$ cat src/rtl/adventure_pkg.sv
// Shared types and constants for the adventure game: room encoding,
// direction bit positions inside {n,s,e,w}, and the one-hot room decode.
package adventure_pkg;

    // Room state encoding; the enum value is also the bit position in the
    // one-hot room output.
    typedef enum logic [2:0] {
        CAVE   = 3'd0,
        TUNNEL = 3'd1,
        RIVER  = 3'd2,
        STASH  = 3'd3,
        DEN    = 3'd4,
        VAULT  = 3'd5,
        GRAVE  = 3'd6
    } room_t;

    // Bit positions of each button inside the packed {n,s,e,w} vector.
    localparam int DIR_N = 3;
    localparam int DIR_S = 2;
    localparam int DIR_E = 1;
    localparam int DIR_W = 0;

    // Width of the one-hot room output.
    localparam int ROOM_W = 7;

    // One-hot decode of a room state.
    function automatic logic [ROOM_W-1:0] room_onehot(input room_t r);
        logic [ROOM_W-1:0] oh;
        oh    = '0;
        oh[r] = 1'b1;
        return oh;
    endfunction

endpackage

$ cat src/rtl/adventure_game_param_sword_keeper.sv
// Sword latch: the sword is picked up one edge after the player stands in
// the stash and is kept until reset.
module sword_keeper (
    input  logic clk,
    input  logic reset,
    input  logic in_stash,
    output logic sword
);

    logic sword_d;
    logic sword_q;

    // Sticky set: once held, only reset clears it.
    always_comb begin
        sword_d = sword_q | in_stash;
    end

    // Sword flop with asynchronous clear.
    always_ff @(posedge clk or posedge reset) begin
        if (reset) begin
            sword_q <= 1'b0;
        end else begin
            sword_q <= sword_d;
        end
    end

    assign sword = sword_q;

endmodule

$ cat src/rtl/adventure_game_param.sv
// Adventure game top: button strobe detection, room FSM, dragon/lives
// handling and the accepted-move counter with an optional move limit.
// All visible outputs come straight from flops, so nothing on n/s/e/w
// reaches room, win or dead without passing through a clock edge.
module adventure_game_param
    import adventure_pkg::*;
#(
    parameter int LIVES      = 3,
    parameter int MOVE_LIMIT = 31
) (
    input  logic              clk,
    input  logic              reset,
    input  logic              n,
    input  logic              s,
    input  logic              e,
    input  logic              w,
    output logic [ROOM_W-1:0] room,
    output logic              win,
    output logic              dead,
    output logic              sword,
    output logic [3:0]        lives_left,
    output logic [7:0]        moves
);

    localparam logic [3:0] LIVES_INIT = 4'(LIVES);
    localparam logic [7:0] LIMIT      = 8'(MOVE_LIMIT);
    localparam bit         LIMIT_ON   = (MOVE_LIMIT != 0);

    logic [3:0]        dir_now;
    logic [3:0]        dir_d;
    logic [3:0]        dir_q;
    logic              one_hot;
    logic              terminal;
    logic              accept;
    logic              hit;

    room_t             room_d;
    room_t             room_q;
    logic [3:0]        lives_d;
    logic [3:0]        lives_q;
    logic [7:0]        moves_d;
    logic [7:0]        moves_q;
    logic [ROOM_W-1:0] room_oh_d;
    logic [ROOM_W-1:0] room_oh_q;
    logic              win_d;
    logic              win_q;
    logic              dead_d;
    logic              dead_q;
    logic              sword_held;

    // Strobe detection: a move needs exactly one button down this cycle
    // and no buttons down last cycle; terminal rooms freeze everything.
    always_comb begin
        dir_now  = {n, s, e, w};
        dir_d    = dir_now;
        one_hot  = (dir_now != 4'd0) && ((dir_now & (dir_now - 4'd1)) == 4'd0);
        terminal = (room_q == VAULT) || (room_q == GRAVE);
        accept   = one_hot && (dir_q == 4'd0) && !terminal;
    end

    // Next-state logic for room, lives and moves. Invalid directions
    // still count as moves; the move limit overrides everything but a win.
    always_comb begin
        room_d  = room_q;
        lives_d = lives_q;
        moves_d = moves_q;
        hit     = 1'b0;
        if (accept) begin
            moves_d = (moves_q == 8'hFF) ? moves_q : moves_q + 8'd1;
            case (room_q)
                CAVE: begin
                    if (dir_now[DIR_E]) room_d = TUNNEL;
                end
                TUNNEL: begin
                    if (dir_now[DIR_W])      room_d = CAVE;
                    else if (dir_now[DIR_S]) room_d = RIVER;
                end
                RIVER: begin
                    if (dir_now[DIR_N])      room_d = TUNNEL;
                    else if (dir_now[DIR_W]) room_d = STASH;
                    else if (dir_now[DIR_E]) room_d = DEN;
                end
                STASH: begin
                    if (dir_now[DIR_E]) room_d = RIVER;
                end
                DEN: begin
                    if (dir_now[DIR_N]) begin
                        if (sword_held) room_d = VAULT;
                        else            hit    = 1'b1;
                    end
                end
                default: room_d = room_q;
            endcase
            if (hit) begin
                if (lives_q > 4'd1) begin
                    lives_d = lives_q - 4'd1;
                    room_d  = CAVE;
                end else begin
                    lives_d = 4'd0;
                    room_d  = GRAVE;
                end
            end
            if (LIMIT_ON && (moves_d == LIMIT) && (room_d != VAULT)) begin
                room_d = GRAVE;
            end
        end
        room_oh_d = room_onehot(room_d);
        win_d     = (room_d == VAULT);
        dead_d    = (room_d == GRAVE);
    end

    // Game state and registered outputs, all cleared asynchronously.
    always_ff @(posedge clk or posedge reset) begin
        if (reset) begin
            dir_q     <= 4'd0;
            room_q    <= CAVE;
            lives_q   <= LIVES_INIT;
            moves_q   <= 8'd0;
            room_oh_q <= room_onehot(CAVE);
            win_q     <= 1'b0;
            dead_q    <= 1'b0;
        end else begin
            dir_q     <= dir_d;
            room_q    <= room_d;
            lives_q   <= lives_d;
            moves_q   <= moves_d;
            room_oh_q <= room_oh_d;
            win_q     <= win_d;
            dead_q    <= dead_d;
        end
    end

    sword_keeper u_sword_keeper (
        .clk      (clk),
        .reset    (reset),
        .in_stash (room_q == STASH),
        .sword    (sword_held)
    );

    assign room       = room_oh_q;
    assign win        = win_q;
    assign dead       = dead_q;
    assign sword      = sword_held;
    assign lives_left = lives_q;
    assign moves      = moves_q;

endmodule

$ cat config.mk
export PLATFORM = sky130hd
export DESIGN_NAME = adventure_game_param
export DESIGN_NICKNAME = d
export VERILOG_FILES = /design/src/rtl/adventure_pkg.sv /design/src/rtl/adventure_game_param_sword_keeper.sv /design/src/rtl/adventure_game_param.sv
export SDC_FILE = /design/constraint.sdc
export NUM_CORES = 1
export LEC_CHECK = 0
export CAP_MARGIN = 20
export CORE_AREA = 3 3 55 78
export CTS_CLUSTER_DIAMETER = 60
export DETAILED_ROUTE_END_ITERATION = 16
export DIE_AREA = 0 0 58 81
export PLACE_DENSITY = 0.65
export SYNTH_ARGS = -nofsm -noshare
export SYNTH_HDL_FRONTEND = slang
export SYNTH_SLANG_ARGS = --single-unit
$ cat constraint.sdc
create_clock -name clk -period 4.7 [get_ports clk]
set_input_delay 0.47 -clock clk [delete_from_list [all_inputs] [get_ports clk]]
set_output_delay 0.47 -clock clk [all_outputs]
set_load 0.005 [all_outputs]
==> run summary <==
Syn avg cell area: 10.6 um2
Setup Skew: 0.00660 ns
Postcts setup bufs: 0
Num ports: 28
Syn_nets: 160
Critical path startpoint category: input port
Reg2reg start: moves[0]$_DFFE_PP0N_
# hold bufs at CTS: 0
Post-synth EDFFs: 0
# resized after CTS: 0
Ranking of synthesized cells by area: dfrtp_1 (41%), dfstp_2 (4.9%), nor3b_2 (3.9%)
Worst reg2reg path endpoint: room[2]$_DFF_PP0_
Final setup viols: 0
Final Wtd Congestion: 0.822
Type of the worst min-delay path: register to register
Dpl hpwl: 2360 um
Period utilisation layout: 53.8%
Number of global-route vias before repair: 1,179
Worst rel slew slack: 64.4%
ANT nets after route: 0
Hold Path Origin: lives_left[1]$_DFFE_PP1P_
Worst slew pin tran: 0.533 ns
Final min period: 2.53 ns
Leakage: 0.810 nW
Htree depth: 2
Worst skew pair latency: 0.28 ns
Overall fraction of global-route tracks in use: 15.7%
Ys async rst share: 100%
Worst path arrival time: 2.69 ns
Starting Density: 43.9%
Row count: 26
PD cells: 386 nW/um2
Placeable Area: 3640 um2
Most common cell in the synthesized netlist: dfrtp_1
Vias: 1,232
Outcome: completed
Chip Width: 58 um
Kind of critical path: input port to register
VDD IR max: 0.289 mV
RSZ-0062 raised after global routing: no
Critical path capture point type: register
First-pass DRT Iterations: 4
Max Cap Viol: 0
Worst Path Required: 4.86 ns
CTS root buf: clkbuf_8
Hold Vio Cnt, Final: 0
First-pass GRT wire length: 5560 um
Die height: 81 um
Reg2Reg Setup Slack: 2.27 ns
DR iter-0 viols: 41
Port-buffer cells: 27
Power, Total: 0.000765 W
Cts bufs inserted: 5
P&R area growth vs syn: 23.9%
Largest net degree at the start of global routing: 30
Seq/Total Area, Yosys: 45.6%
Post-synth top cells: dfrtp_1 (26), a21oi_1 (8), nand2_1 (8)
Clock-pin slew on the worst setup and hold paths: 0.06 ns
# nets final: 187
#FFs+latches synth: 29
Leading area contributor after synthesis: dfrtp_1
Slew Limit Fails: 0
CTS tree: done
Synthesis Warnings: 0
Initial antenna violation count: 0
Main synth FF type: dfrtp_1
Die Area: 4700 um2
Clk sink count: 29
Cell variety after synth: 54
Top cell type's share of synthesized area: 40.7%
R2R depth: 8
Synthesized area: 1600 um2
Number of remaining DRC errors: 0
CTS max path bufs: 2
Avg WL per Cell: 14.7 um
Layout cells sized above 1: 16.8%
Hold depth: 2
Maximum clock rate: 0.396 GHz
TNS Setup: 0 ns
Congestion Overflow GR: 0
Worst Hold Path EP: lives_left[1]$_DFFE_PP1P_
DR vias/cell: 5.57
Worst Path Max Fanout: 13
Final core area utilization: 54.4%
Total Wirelength: 3250 um
Post-Syn Instances: 151
ANT cells: 0
[where the power goes]
group	internal (W)	switching, W
Clock	0.000119	0.0000841
Combinational	0.000125	0.000105
Sequential	0.000290	0.0000417
Total	0.000534	0.000231
[how the worst max path moves through the flow]
stage,startpoint,endpoint,slack [ns]
5_1_grt,w,lives_left[3]$_DFFE_PP0P_,2.04
6_report,w,lives_left[3]$_DFFE_PP0P_,2.17
3_5_place_dp,w,lives_left[3]$_DFFE_PP0P_,1.87
2_1_floorplan,w,lives_left[3]$_DFFE_PP0P_,2.58
3_3_place_gp,w,lives_left[3]$_DFFE_PP0P_,1.95
4_1_cts,w,lives_left[3]$_DFFE_PP0P_,2.17
[layout by cell type (no fill, tap or decap), types with 2 or more instances in the layout]
cell type and instances:
clkbuf_8 6, dfrtp_1 26, nor3_1 5, nand2_1 8, nand2b_1 4, nor3_2 2
and3_1 6, and2_1 2, nand3_1 5, dfstp_2 3, ha_1 3, nand2_2 2
o21ai_0 3, a21oi_1 8, inv_1 5, nand3b_1 2, clkbuf_1 2, a31oi_1 3
o32ai_1 2, mux2_1 3, nor2b_1 3, a21o_1 3, nor3b_2 5, nor4_1 2
xnor2_1 2, o21ai_1 2, nand4_1 2, nor2_1 6, o211ai_1 2, clkdlybuf4s50_1 27
[final cells by class]
class	instances	area, um2
clock buffers	8	90.1
fillers	346	1660
inverters	6	22.5
multi-input cells	108	791
flip-flops and latches	29	729
well taps	42	52.6
repair buffers	28	298
[stage by stage]
stage | worst slack (ns) | hold slack, ns | std cells | area [um2]
after floorplan | 2.58 | 0.482 | 151 | 1600
after global placement | 1.95 | 0.495 | 212 | 1870
after detailed placement | 1.87 | 0.508 | 212 | 1870
after CTS | 2.17 | 0.515 | 220 | 1960
after global routing | 2.04 | 0.547 | 221 | 1980
final | 2.17 | 0.510 | 221 | 1980
[worst max-delay path, stage by stage]
cell and delay (ns):
clkdlybuf4s50_1 0.55, or4b_4 0.57, o311ai_2 0.13, and2_4 0.33, nand2_2 0.12, nor4_2 0.17, mux2_1 0.34
[per-layer routing]
metal / vias to the layer above / track usage, % / wire, um
li1: 606 / - / -
met1: 590 / 17.8 / 1300
met2: 31 / 25.1 / 1680
met3: 5 / 6.84 / 213
met4: 0 / 7.66 / 51
met5: - / 0 / 0
[cells by family after synthesis]
family	after synthesis	share of synthesized area, %
AOI/OAI and AO/OA	32	14.5
adders and majority gates	3	2.35
muxes	5	3.67
DFF	29	45.6
xor gates and xnor gates	3	1.64
buffers and inverters	14	5.00
and+or+nand+nor	65	27.2
[sequential cells by signal, summed over array words and instances, names as in the netlist]
name,cells
dir_q,4
room,7
moves,8
dead,1
room_q,3
win,1
lives_left,4
u_sword_keeper.sword,1
(Power assumes the default switching activity.)
